<file path="src/rtl/sa_pkg.sv">
// ---------------------------------------------------------------------------
// sa_pkg
//   Shared definitions for the systolic-array sequencer.
//   - state_t and the four sequencer state encodings
//   - PE mode encodings (which direction the partial sums accumulate)
//   - max_u: small constant helper used to derive the feed skew
// ---------------------------------------------------------------------------
package sa_pkg;

  typedef logic [1:0] state_t;

  localparam state_t S_IDLE  = 2'd0;
  localparam state_t S_FEED  = 2'd1;
  localparam state_t S_DRAIN = 2'd2;
  localparam state_t S_DONE  = 2'd3;

  // 0: accumulate towards east, pass south; 1: accumulate south, pass east
  localparam logic MODE_EAST  = 1'b0;
  localparam logic MODE_SOUTH = 1'b1;

  function automatic int unsigned max_u(input int unsigned a, input int unsigned b);
    return (a > b) ? a : b;
  endfunction

endpackage

</file>
<file path="src/rtl/sa_skew_gen.sv">
// ---------------------------------------------------------------------------
// sa_skew_gen
//   Combinational lane-valid generator for one edge of the array. Lane i is
//   valid while the feed index lies in [i, i + k_len), which produces the
//   diagonal wavefront a systolic array needs.
// Ports
//   feed_cnt_i  in  CW     current (next-state) feed index
//   k_len_i     in  CW     operand stream length per lane
//   vld_o       out LANES  per-lane valid
// ---------------------------------------------------------------------------
module sa_skew_gen #(
  parameter int LANES = 4,
  parameter int CW    = 9
) (
  input  logic [CW-1:0]    feed_cnt_i,
  input  logic [CW-1:0]    k_len_i,
  output logic [LANES-1:0] vld_o
);

  // One extra bit so lane + k_len never wraps
  logic [CW:0] cnt_x;
  assign cnt_x = {1'b0, feed_cnt_i};

  genvar gi;
  generate
    for (gi = 0; gi < LANES; gi++) begin : g_lane
      localparam logic [CW:0] LANE = (CW+1)'(gi);
      logic [CW:0] end_x;
      assign end_x     = LANE + {1'b0, k_len_i};
      assign vld_o[gi] = (cnt_x >= LANE) && (cnt_x < end_x);
    end
  endgenerate

endmodule

</file>
<file path="src/rtl/sa_seq_ctrl.sv">
// ---------------------------------------------------------------------------
// sa_seq_ctrl
//   Job sequencer for a ROWS x COLS systolic array. A start in IDLE latches
//   mode/bypass/k_len, then FEED streams skewed lane valids for
//   F = k_len + SKEW - 1 cycles, DRAIN keeps the PEs enabled for
//   D = ROWS + COLS + PE_LAT cycles to flush the pipeline, and DONE pulses
//   done for one cycle.
// Ports
//   clk         in   1      clock, posedge
//   sys_rst_n   in   1      synchronous active-low reset
//   start       in   1      command strobe (honoured only in IDLE)
//   cmd_mode    in   1      accumulate direction, latched on start
//   cmd_bypass  in   1      bypass flag, latched on start
//   k_len       in   CNT_W  operands per lane (0 = empty job)
//   stall       in   1      back-pressure; freezes the array and the sequencer
//   busy        out  1      high in FEED and DRAIN
//   done        out  1      one-cycle completion pulse
//   pe_en       out  1      array-wide PE enable
//   pe_mode     out  1      latched cmd_mode
//   pe_bypass   out  1      latched cmd_bypass
//   west_vld    out  ROWS   west feeder read enables
//   north_vld   out  COLS   north feeder read enables
//   feed_cnt    out  CNT_W  FEED-phase index (lane i reads element feed_cnt-i)
// ---------------------------------------------------------------------------
module sa_seq_ctrl
  import sa_pkg::*;
#(
  parameter int ROWS   = 4,
  parameter int COLS   = 4,
  parameter int CNT_W  = 8,
  parameter int PE_LAT = 2
) (
  input  logic             clk,
  input  logic             sys_rst_n,
  input  logic             start,
  input  logic             cmd_mode,
  input  logic             cmd_bypass,
  input  logic [CNT_W-1:0] k_len,
  input  logic             stall,
  output logic             busy,
  output logic             done,
  output logic             pe_en,
  output logic             pe_mode,
  output logic             pe_bypass,
  output logic [ROWS-1:0]  west_vld,
  output logic [COLS-1:0]  north_vld,
  output logic [CNT_W-1:0] feed_cnt
);

  // Internal counters carry one extra bit so k_len + SKEW - 1 never wraps
  localparam int IW = CNT_W + 1;
  localparam int SKEW = int'(max_u(ROWS, COLS));
  localparam logic [IW-1:0] SKEW_W = IW'(SKEW);
  localparam logic [IW-1:0] D_LAST = IW'(ROWS + COLS + PE_LAT - 1);

  state_t          state_q, state_d;
  logic [IW-1:0]   feed_cnt_q, feed_cnt_d;
  logic [IW-1:0]   drain_cnt_q, drain_cnt_d;
  logic [CNT_W-1:0] k_q, k_d;
  logic            mode_q, mode_d;
  logic            bypass_q, bypass_d;

  logic            busy_q, busy_d;
  logic            done_q, done_d;
  logic            pe_en_q, pe_en_d;
  logic [ROWS-1:0] west_q, west_d;
  logic [COLS-1:0] north_q, north_d;

  logic [ROWS-1:0] west_cmp;
  logic [COLS-1:0] north_cmp;
  logic [IW-1:0]   f_last;

  // Index of the final FEED cycle: F - 1 = k_len + SKEW - 2 (k_len >= 1 here)
  assign f_last = {1'b0, k_q} + SKEW_W - IW'(2);

  // ---------------- state / output register ----------------
  always_ff @(posedge clk) begin
    if (!sys_rst_n) begin
      state_q     <= S_IDLE;
      feed_cnt_q  <= '0;
      drain_cnt_q <= '0;
      k_q         <= '0;
      mode_q      <= MODE_EAST;
      bypass_q    <= 1'b0;
      busy_q      <= 1'b0;
      done_q      <= 1'b0;
      pe_en_q     <= 1'b0;
      west_q      <= '0;
      north_q     <= '0;
    end else begin
      state_q     <= state_d;
      feed_cnt_q  <= feed_cnt_d;
      drain_cnt_q <= drain_cnt_d;
      k_q         <= k_d;
      mode_q      <= mode_d;
      bypass_q    <= bypass_d;
      busy_q      <= busy_d;
      done_q      <= done_d;
      pe_en_q     <= pe_en_d;
      west_q      <= west_d;
      north_q     <= north_d;
    end
  end

  // ---------------- next-state logic ----------------
  always_comb begin
    state_d     = state_q;
    feed_cnt_d  = feed_cnt_q;
    drain_cnt_d = drain_cnt_q;
    k_d         = k_q;
    mode_d      = mode_q;
    bypass_d    = bypass_q;
    case (state_q)
      S_IDLE: begin
        if (start) begin
          k_d         = k_len;
          mode_d      = cmd_mode;
          bypass_d    = cmd_bypass;
          feed_cnt_d  = '0;
          drain_cnt_d = '0;
          state_d     = (k_len == '0) ? S_DONE : S_FEED;
        end
      end
      S_FEED: begin
        if (!stall) begin
          if (feed_cnt_q == f_last) begin
            state_d     = S_DRAIN;
            drain_cnt_d = '0;
          end else begin
            feed_cnt_d = feed_cnt_q + IW'(1);
          end
        end
      end
      S_DRAIN: begin
        if (!stall) begin
          if (drain_cnt_q == D_LAST) begin
            state_d = S_DONE;
          end else begin
            drain_cnt_d = drain_cnt_q + IW'(1);
          end
        end
      end
      default: begin
        // S_DONE: always a single cycle, start is not looked at here
        state_d = S_IDLE;
      end
    endcase
  end

  // Lane valids are evaluated on the next-state counter so they land in the
  // output registers together with the state they belong to.
  sa_skew_gen #(.LANES(ROWS), .CW(IW)) u_skew_west (
    .feed_cnt_i (feed_cnt_d),
    .k_len_i    ({1'b0, k_d}),
    .vld_o      (west_cmp)
  );

  sa_skew_gen #(.LANES(COLS), .CW(IW)) u_skew_north (
    .feed_cnt_i (feed_cnt_d),
    .k_len_i    ({1'b0, k_d}),
    .vld_o      (north_cmp)
  );

  // ---------------- output logic (from next state) ----------------
  always_comb begin
    busy_d  = (state_d == S_FEED) || (state_d == S_DRAIN);
    pe_en_d = busy_d;
    done_d  = (state_d == S_DONE);
    west_d  = (state_d == S_FEED) ? west_cmp  : '0;
    north_d = (state_d == S_FEED) ? north_cmp : '0;
  end

  // stall masks the enables in the same cycle it is raised so that no PE
  // advances and no feeder pops while back-pressure is present. The enables
  // are only ever set in FEED/DRAIN, so stall has no effect elsewhere.
  assign busy      = busy_q;
  assign done      = done_q;
  assign pe_en     = pe_en_q & ~stall;
  assign west_vld  = west_q  & {ROWS{~stall}};
  assign north_vld = north_q & {COLS{~stall}};
  assign pe_mode   = mode_q;
  assign pe_bypass = bypass_q;
  assign feed_cnt  = feed_cnt_q[CNT_W-1:0];

endmodule
</file>
<file path="config.mk">
export PLATFORM = sky130hd
export DESIGN_NAME = sa_seq_ctrl
export DESIGN_NICKNAME = d
export VERILOG_FILES = /design/src/rtl/sa_pkg.sv /design/src/rtl/sa_skew_gen.sv /design/src/rtl/sa_seq_ctrl.sv
export SDC_FILE = /design/constraint.sdc
export NUM_CORES = 1
export LEC_CHECK = 0
export ABC_AREA = 1
export CORE_AREA = 2 2 94 96
export DETAILED_ROUTE_END_ITERATION = 10
export DIE_AREA = 0 0 96 98
export PLACE_DENSITY_LB_ADDON = 0.1
export SLEW_MARGIN = 30
export SYNTH_ARGS = -nofsm -noshare
export SYNTH_HDL_FRONTEND = slang
export SYNTH_HIERARCHICAL = 1
export SYNTH_SLANG_ARGS = --single-unit
</file>
<file path="constraint.sdc">
create_clock -name clk -period 3.7 [get_ports clk]
set_input_delay 0.37 -clock clk [delete_from_list [all_inputs] [get_ports clk]]
set_output_delay 0.37 -clock clk [all_outputs]
set_load 0.05 [all_outputs]
</file>
# After elaboration in Yosys (flattened, before gate mapping)
# Index checks and enable logic that the tools add are counted.
# word_totals
out_inout_bits	21
wordCells	69
ff_bits	36
in_bits	14
# op_classes
n_lt_le_gt_ge	8
muxes	19
eq_ne	12
reduce_logical	11
bitwise_logic	3
add_sub_neg	7
# op_table
cell	count
two-way mux 9 bit	8
less-than comparator 9 x 10 -> 1 bit	3
one-hot mux 9 bit (3 select lines)	1
adder 2 x 8 -> 9 bit, first input constant	2
adder 9 x 1 -> 9 bit, second input constant	2
>= comparator 9 x 1 -> 1 bit, second input constant	2
>= comparator 9 x 2 -> 1 bit, second input constant	2
one-hot mux 9 bit (2 select lines)	1
two-way mux 8 bit	2
two-way mux 2 bit	6
inequality test 2 bit, second input constant	5
adder 1 x 8 -> 9 bit, first input constant	1
adder 8 x 3 -> 9 bit, second input constant	1
equality test 9 x 4 -> 1 bit, second input constant	1
equality test 9 bit	1
less-than comparator 9 x 8 -> 1 bit	1
subtractor 9 x 2 -> 9 bit, second input constant	1
zero test 8 bit	1
equality test 2 bit, second input constant	3
one-hot mux 2 bit (3 select lines)	1
AND reduction 6 bit	1
AND 4 bit	1
equality test 2 x 1 -> 1 bit, second input constant	2
logical AND 1 bit	4
6 further kinds	7

# Longest topological paths before layout
# Gate-level depths: netlist of run 1.
# depth
depth_word	8
ltp_mapped	23
mapped_depth_nobuf	23

# Modules after synthesis
# Netlist of run 1, hierarchy kept.
# by_module_without_submodules
mod	cells_each	area_each_um2	n_inst
sa_skew_gen	186	1255.0	2
sa_seq_ctrl	385	2507.4	1

# Worst setup path after synthesis of run 1
# OpenSTA, ideal clock, no wires.
# synth_timing
path_type	register to register
startpoint	reg k_q[1]
endpoint	reg north_q[2]
stages_incl_launch_ff	20
path_buffers	1
setup_ns	0.066
setup_slack_ns	0.815
t_arrival_ns	2.819
cell_sequence	dfxtp_1 ha_1 xnor2_1 nand3_1 nor2_4 nand2_2 nor2_4 nand3_4 buf_4 nand3_1 nand2_1 nand3_1 nand2_1 ha_1 a21o_1 nor2_1 o21ai_0 a21oi_2 inv_1 nor2_1
# synth_between
elab_chain_cells	8
word_cells_on_any_way	17
# synth_rtl
element	line_no	text
start, declared	sa_seq_ctrl.sv:59	logic [CNT_W-1:0] k_q, k_d;
start signal, assigned	sa_seq_ctrl.sv:94	k_q <= k_d;
adder 8 x 3 -> 9 bit (*)	sa_seq_ctrl.sv:74	assign f_last = {1'b0, k_q} + SKEW_W - IW'(2);
subtractor 9 x 2 -> 9 bit (*)	sa_seq_ctrl.sv:74	
equality test 9 bit (*)	sa_seq_ctrl.sv:126	if (feed_cnt_q == f_last) begin
two-way mux 9 bit (*)	sa_seq_ctrl.sv:126	
two-way mux 9 bit (*)	sa_seq_ctrl.sv:125	if (!stall) begin
one-hot mux 9 bit (2 select lines) (*)	sa_seq_ctrl.sv:113	case (state_q)
net feed_cnt_d[5]	sa_seq_ctrl.sv:57	logic [IW-1:0] feed_cnt_q, feed_cnt_d;
less-than comparator 9 x 10 -> 1 bit / >= comparator 9 x 2 -> 1 bit (equally long branches)	sa_skew_gen.sv:30	assign vld_o[gi] = (cnt_x >= LANE) && (cnt_x < end_x);
logical AND 1 bit (*)	sa_skew_gen.sv:30	
net north_cmp[2]	sa_seq_ctrl.sv:70	logic [COLS-1:0] north_cmp;
end signal, assigned	sa_seq_ctrl.sv:101	north_q <= north_d;
end, declared	sa_seq_ctrl.sv:67	logic [COLS-1:0] north_q, north_d;
# Mark *: on every way through the listed nets, which the timed path passes. The rest lies on a longest branch.
# A chain may end at the register's enable or synchronous reset.

# Worst setup path after layout of run 1
# layout_timing
startpoint	reg k_q[1]
endpoint	reg west_q[2]
# layout_between
elab_chain_cells	8
word_cells_on_any_way	17
# layout_rtl
element	line_no	text
adder 8 x 3 -> 9 bit (*)	sa_seq_ctrl.sv:74	
subtractor 9 x 2 -> 9 bit (*)	sa_seq_ctrl.sv:74	
equality test 9 bit (*)	sa_seq_ctrl.sv:126	
two-way mux 9 bit (*)	sa_seq_ctrl.sv:126	
two-way mux 9 bit (*)	sa_seq_ctrl.sv:125	
one-hot mux 9 bit (2 select lines) (*)	sa_seq_ctrl.sv:113	
net feed_cnt_d[1]	sa_seq_ctrl.sv:57	
less-than comparator 9 x 10 -> 1 bit / >= comparator 9 x 2 -> 1 bit (equally long branches)	sa_skew_gen.sv:30	
logical AND 1 bit (*)	sa_skew_gen.sv:30	
net west_cmp[2]	sa_seq_ctrl.sv:69	logic [ROWS-1:0] west_cmp;
end signal, assigned	sa_seq_ctrl.sv:100	west_q <= west_d;
end, declared	sa_seq_ctrl.sv:66	logic [ROWS-1:0] west_q, west_d;
# Marked as above.

==> impl_results.md, run 1 <==
- Initial Utilization: 0.593
- Vias in the first global route: around 4700
- Avg Cell Area, Syn: roughly 6.6 sq um
- CP cell instances: ha_1, xnor2_1, nand3_1, nor2_4, nand2_2, nor2_4, nand3_4, nand2_1, nand2_1, nand3_1, nand2_1, ha_1, inv_1, a21oi_1, o21ai_0, a21oi_2, inv_1, nor2_1
- Drt wl/cell: 14.5 microns
- RR Endpoint: west_q[2]$_SDFF_PN0_
- Final Net Count: 882
- Worst path slowest cell: ha_1
- DR pass1 iterations: 5
- Crit Reg-Reg Startpoint: k_q[1]$_SDFF_PN0_
- Fillers: 798
- Max frequency: slightly below 0.3 GHz
- Bufs and invs on worst path: 2
- Initial antenna violation count: 0
- Slew margin rel.: 0.358
- Grt ovf: 0
- Final Skew: slightly below 0.01 ns
- Most frequent CP cell: nand2_1
- Setup CP Type: reg -> reg
- Chip Width: around 96 microns
- Crit. Startpoint: k_q[1]$_SDFF_PN0_
- Clock Tree Root: clkbuf_8
- Number of synthesized flops with an enable pin: 0
- Max-Cap Viols: 0
- Ports: 35
- Largest net degree at the start of global routing: 30
- HP Class: reg -> reg
- Fin Hold WS: 0.503 ns
- Post-CTS setup buffer count: 0
- H-tree Lvls: 2
- Commonest non-fill, non-tap cell in the layout: nand2_1
- Worst-margin pin slew: slightly below 1 ns
- CP endpoint kind: register
- Number of synthesized register bits: 40
- Stages on worst setup path: 18
- PD cells: 255 nW/um^2
- Hold wc startpoint: drain_cnt_q[8]$_SDFFE_PN0P_
- Area delta synth->final: 10.6%
- Most frequent cells in the layout: nand2_1 (141), inv_1 (100), nor2_1 (83), ha_1 (78), nand3_1 (62)
- First-pass GRT wire length: roughly 22000 microns
- Worst setup SP type: register
- Post-route minimum period: approximately 3.4 ns
- Total global-route track usage: 0.289
- Post-Route Utilization: 0.655
- Clock Path Buffers: 2
- Worst r2r path cells: 18
- CTS buffer count: 5
- Critical Path End: west_q[2]$_SDFF_PN0_
- Peak VDD IR: between 150 and 200 uV
- FFs w/ async S/R, synth: 0
- TNS Setup: 0 ns
- Routed via count: ~5000
- Max FO, Critical Path: 16
- Final period util: 0.919
- Cts hold-fix bufs: 0
- Status: finished clean
- Die Area: roughly 9400 sq um
- Final wirelength: about 13000 microns
- Avg Vias per Cell: approximately 5.5
- Worst path required time: slightly below 4 ns
- Crit path arrival time: 3.61 ns
- Synth warn: 6
- Max stage delay on crit path: 0.44 ns
- Final Setup Violations: 0
- Post-Syn Instances: between 700 and 800
- Main synth FF type: dfxtp_1
- RSZ-0062 raised after global routing: false
- Mapped Area: 5020 sq um
- Input/output buffers: 34
- DRC: 0
- Worst skew pair latency: slightly below 0.3 ns
- Hold violation total from the final report: 0
- Cts repair resizes: 0
- Die Height: between 90 and 100 microns
- Final Wtd Congestion: 0.984
- CP top delay family: simple AND/OR/NAND/NOR gates
- CTS sink cnt: 40
- Hold Crit Depth: 2
- Share of cells above drive strength 1: 0.104
- Lkg Pwr: approximately 2.7 nW
- CORE AREA: 8470 sq um
- Initial DRC Count: 234
- FP Rows: 34
- DP Wirelength: between 10000 and 15000 microns
- Max Slew Vio Count: 0
- N_diodes: 0
- R2R setup slack: roughly 0.30 ns
- Reg clk slew, reported paths: about 0.080 ns
- CTS tree: built
- Synth unique cells: 43
- Final ANT Viol Nets: 0
- Sequential fraction of the synthesis area: 0.160
==> sequential cells by signal, summed over array words and instances, names as in the netlist <==
signal / cells
k_q: 8
west_q: 4
state_q: 2
feed_cnt_q: 9
done: 1
pe_en_q: 1
pe_mode: 1
drain_cnt_q: 9
north_q: 4
pe_bypass: 1
==> worst register-to-register path, delay by kind of cell (launching register included) <==
kind	cells	cell delay, ns
xor gates and xnor gates	1	0.15
DFF	1	0.42
and+or+nand+nor	10	1.45
AOI/OAI and AO/OA	3	0.48
adders and majority gates	2	0.72
buffers and inverters	2	0.10
==> area by class of cell <==
type                       instances  area (sq um)  area share
multi-input combinational        583          3670       0.662
sequential                        40           801       0.144
timing repair buffer              46           430      0.0776
inverter                         114           428      0.0771
tap                              108           135      0.0244
clock buffer                       5          68.8      0.0124
clock inverter                     2          12.5     0.00226
==> synth_stat cells (all sizes together) (5+ instances only) <==
cell,count,share of area
nand3b,7,0.010
nand3,66,0.071
nor4,6,0.0075
buf,12,0.019
ha,78,0.19
or2,6,0.0075
a21o,8,0.012
inv,109,0.082
a21oi,54,0.055
nand2,161,0.13
nor2,95,0.086
xnor2,8,0.014
dfxtp,40,0.16
o21ai,20,0.023
nor3,10,0.014
o21bai,5,0.0082
nand4,13,0.016
clkbuf,9,0.0072
xor2,38,0.068
clkinv,5,0.0037
==> per-stage QoR <==
step                cell area [sq um]  power [mW]  setup slack, ns  cells
detailed placement               5460        1.13            0.152    891
global route                     5550        1.52           0.0387    898
global placement                 5460        1.11            0.185    891
CTS                              5540        1.41            0.232    898
floorplan                        5020       0.961            0.815    758
finish                           5550        1.42            0.300    898
==> routing by layer <==
layer,global-route usage,wire length (microns),vias up
li1,-,-,2505
met1,0.377,5760,2298
met2,0.493,6370,133
met3,0.0293,575,33
met4,0.0912,348,0
met5,0,0,-
==> power breakdown <==
group	switching [mW]	leakage, nW	total [mW]	internal, mW
clock network	0.155	0.0400	0.283	0.128
registers	0.0161	0.326	0.467	0.451
logic	0.435	2.31	0.667	0.232
==> kinds of logic (layout without fill, tap and decap cells) <==
kind of cell,Yosys count,after routing,synth area share
AO/OA/AOI/OAI,91,91,0.106
AND/OR/NAND/NOR,366,366,0.346
XOR/XNOR,46,46,0.0818
flip-flops,40,40,0.160
other,1,2,0.000747
adder cells (fa/ha/maj),78,78,0.195
buffers and inverters,135,167,0.111
==> how the worst min path moves through the flow <==
stage | to
finish | drain_cnt_q[8]$_SDFFE_PN0P_
global route | drain_cnt_q[8]$_SDFFE_PN0P_
CTS | drain_cnt_q[8]$_SDFFE_PN0P_
detailed placement | drain_cnt_q[8]$_SDFFE_PN0P_
global placement | drain_cnt_q[8]$_SDFFE_PN0P_
floorplan | done$_SDFF_PN0_
(Power assumes the default switching activity.)
==> run 2, diff against run 1 <==
--- a/config.mk
+++ b/config.mk
@@ -10,6 +10,7 @@
 export DETAILED_ROUTE_END_ITERATION = 10
 export DIE_AREA = 0 0 96 98
 export PLACE_DENSITY_LB_ADDON = 0.1
+export SKIP_LAST_GASP = 1
 export SLEW_MARGIN = 30
 export SYNTH_ARGS = -nofsm -noshare
 export SYNTH_HDL_FRONTEND = slang
==> run 2 against run 1 <==
Net effect:
- power barely moved
- clock skew barely moved
- worst hold slack did not move
- final area barely moved
- critical path depth rose by 1
- combinational power barely moved
- largest power group unchanged
==> impl_results.md, run 2 (same netlist as run 1, synthesis figures left out) <==
- Status: finished clean (unchanged)
- CTS buffer count: 5 (unchanged)
- Die Area: 9410 sq um (unchanged)
- Cts repair resizes: 0 (unchanged)
- CORE AREA: 8470 sq um (unchanged)
- HP Class: reg -> reg (unchanged)
- Fin Hold WS: 0.503 ns (unchanged)
- Final Skew: 0.00969 ns (about the same)
- DRC: 0 (unchanged)
- Drt wl/cell: 14.5 microns (about the same)
- Share of cells above drive strength 1: 0.103 (was 0.104)
- Max Slew Vio Count: 0 (unchanged)
- Final period util: 0.926 (was 0.919)
- CP endpoint kind: register (unchanged)
- Post-CTS setup buffer count: 0 (unchanged)
- RSZ-0062 raised after global routing: true (was false)
- Max-Cap Viols: 0 (unchanged)
- First-pass GRT wire length: 21900 microns (unchanged)
- Final ANT Viol Nets: 0 (unchanged)
- CTS sink cnt: 40 (unchanged)
- PD cells: 255 nW/um^2 (about the same)
- Max FO, Critical Path: 16 (unchanged)
- Crit path arrival time: 3.64 ns (was 3.61 ns)
- Die Height: 98 microns (unchanged)
- Clock Path Buffers: 2 (unchanged)
- N_diodes: 0 (unchanged)
- DP Wirelength: 10500 microns (unchanged)
- Grt ovf: 0 (unchanged)
- Worst-margin pin slew: 0.963 ns (was 0.962 ns)
- FF/Latch Area: 801 sq um (unchanged)
- CTS tree: built (unchanged)
- Largest net degree at the start of global routing: 30 (unchanged)
- Final Wtd Congestion: 0.984 (unchanged)
- Commonest non-fill, non-tap cell in the layout: nand2_1 (unchanged)
- TNS Setup: 0 ns (unchanged)
- DR pass1 iterations: 6 (was 5)
- Setup CP Type: reg -> reg (unchanged)
- Routed via count: 4974 (was 4969)
- Input/output buffers: 34 (unchanged)
- Worst path required time: 3.91 ns (was 3.92 ns)
- Max stage delay on crit path: 0.46 ns (was 0.44 ns)
- Worst setup SP type: register (unchanged)
- Total global-route track usage: 0.289 (unchanged)
- Post-route minimum period: 3.43 ns (was 3.40 ns)
- Crit. Startpoint: k_q[1]$_SDFF_PN0_ (unchanged)
- Chip Width: 96 microns (unchanged)
- Total power: 1.42 mW (about the same)
- Fillers: 799 (was 798)
- Crit Reg-Reg Startpoint: k_q[1]$_SDFF_PN0_ (unchanged)
- H-tree Lvls: 2 (unchanged)
- Hold violation total from the final report: 0 (unchanged)
- Vias in the first global route: 4746 (unchanged)
- Worst skew pair latency: 0.29 ns (about the same)
- Placed Cells incl. Taps: 891 (unchanged)
- Cts hold-fix bufs: 0 (unchanged)
- Clock Tree Root: clkbuf_8 (unchanged)
- Max frequency: 0.292 GHz (was 0.294 GHz)
- Initial DRC Count: 237 (was 234)
- Final wirelength: 13100 microns (about the same)
- Initial Utilization: 0.593 (unchanged)
- Initial antenna violation count: 0 (unchanged)
- Lkg Pwr: 2.67 nW (about the same)
- Slew margin rel.: 0.357 (was 0.358)
- Finished Cell Area: 5550 sq um (about the same)
- CP cell instances: ha_1, xnor2_1, nand3_1, nor2_4, nand2_2, nor2_4, nand3_4, nand3_1, nand2_1, nand3_1, nand2_1, ha_1, nand2_1, a21oi_1, nor2_1, o21ai_0, a21oi_2, inv_1, nor2_1 (was ha_1, xnor2_1, nand3_1, nor2_4, nand2_2, nor2_4, nand3_4, nand2_1, nand2_1, nand3_1, nand2_1, ha_1, inv_1, a21oi_1, o21ai_0, a21oi_2, inv_1, nor2_1)
- Worst path slowest cell: ha_1 (unchanged)
- Peak VDD IR: 165 uV (about the same)
- Final Net Count: 882 (unchanged)
- Reg clk slew, reported paths: 0.08 ns (about the same)
- Multi-input logic area: 3670 sq um (about the same)
- Ports: 35 (unchanged)
- Placed Instance Area: 5460 sq um (unchanged)
- Final Setup Violations: 0 (unchanged)
- Most frequent cells in the layout: nand2_1 (142), inv_1 (100), nor2_1 (83), ha_1 (78), nand3_1 (62) (was nand2_1 (141), inv_1 (100), nor2_1 (83), ha_1 (78), nand3_1 (62))
- Area delta synth->final: 10.5% (was 10.6%)
- Layout Cells excl Fill: 898 (unchanged)
- Largest regs: drain_cnt_q x9, feed_cnt_q x9, k_q x8 (unchanged)
- FP Rows: 34 (unchanged)
- Avg Vias per Cell: 5.54 (was 5.53)
- Hold wc startpoint: drain_cnt_q[8]$_SDFFE_PN0P_ (unchanged)
[run 2: cell counts in the layout (fill, tap and decap cells not counted)]
Identical to the previous run, type by type.
[run 2: layer usage]
metal / vias up / part of all wire / global-route usage
li1: 2505 / - / -
met1: 2301 / 0.44 / 0.377
met2: 137 / 0.49 / 0.493
met3: 31 / 0.048 / 0.0293
met4: 0 / 0.026 / 0.0912
met5: - / 0 / 0
[run 2: final cells by class]
type	instances	share of cell area
timing repair buffer	46	0.0776
tap	108	0.0244
inverter	114	0.0772
clock buffer	5	0.0124
sequential	40	0.144
clock inverter	2	0.00226
multi-input combinational	583	0.662
[run 2: critical path: cells and delay by family (launching register included)]
| family | cells | cell delay [ns] |
|---|---|---|
| fa+ha+maj | 2 | 0.73 |
| compound gates | 3 | 0.39 |
| buf+inv | 1 | 0.05 |
| simple gates | 12 | 1.61 |
| flops | 1 | 0.41 |
| xor+xnor | 1 | 0.15 |
[run 2: stage by stage]
stage | setup WS (ns) | utilization
5_1_grt | -0.0105 | 0.655
6_report | 0.275 | 0.655
4_1_cts | 0.232 | 0.654
3_5_place_dp | 0.152 | 0.645
2_1_floorplan | 0.815 | -
3_3_place_gp | 0.185 | 0.645
[run 2: worst paths after layout]
path / slack [ns] / depth (start not counted) / to
worst max-delay path: 0.27 / 19 / west_q[2]$_SDFF_PN0_
worst min-delay path: 0.50 / 2 / drain_cnt_q[8]$_SDFFE_PN0P_
worst max register to register: 0.27 / 19 / west_q[2]$_SDFF_PN0_
worst min register to register: 0.50 / 2 / drain_cnt_q[8]$_SDFFE_PN0P_
[run 2: where the power goes]
| group | internal [mW] | leakage [nW] | switching [mW] |
|---|---|---|---|
| registers | 0.451 | 0.326 | 0.0161 |
| clock network | 0.128 | 0.0400 | 0.154 |
| logic | 0.232 | 2.31 | 0.435 |
| total | 0.811 | 2.67 | 0.606 |
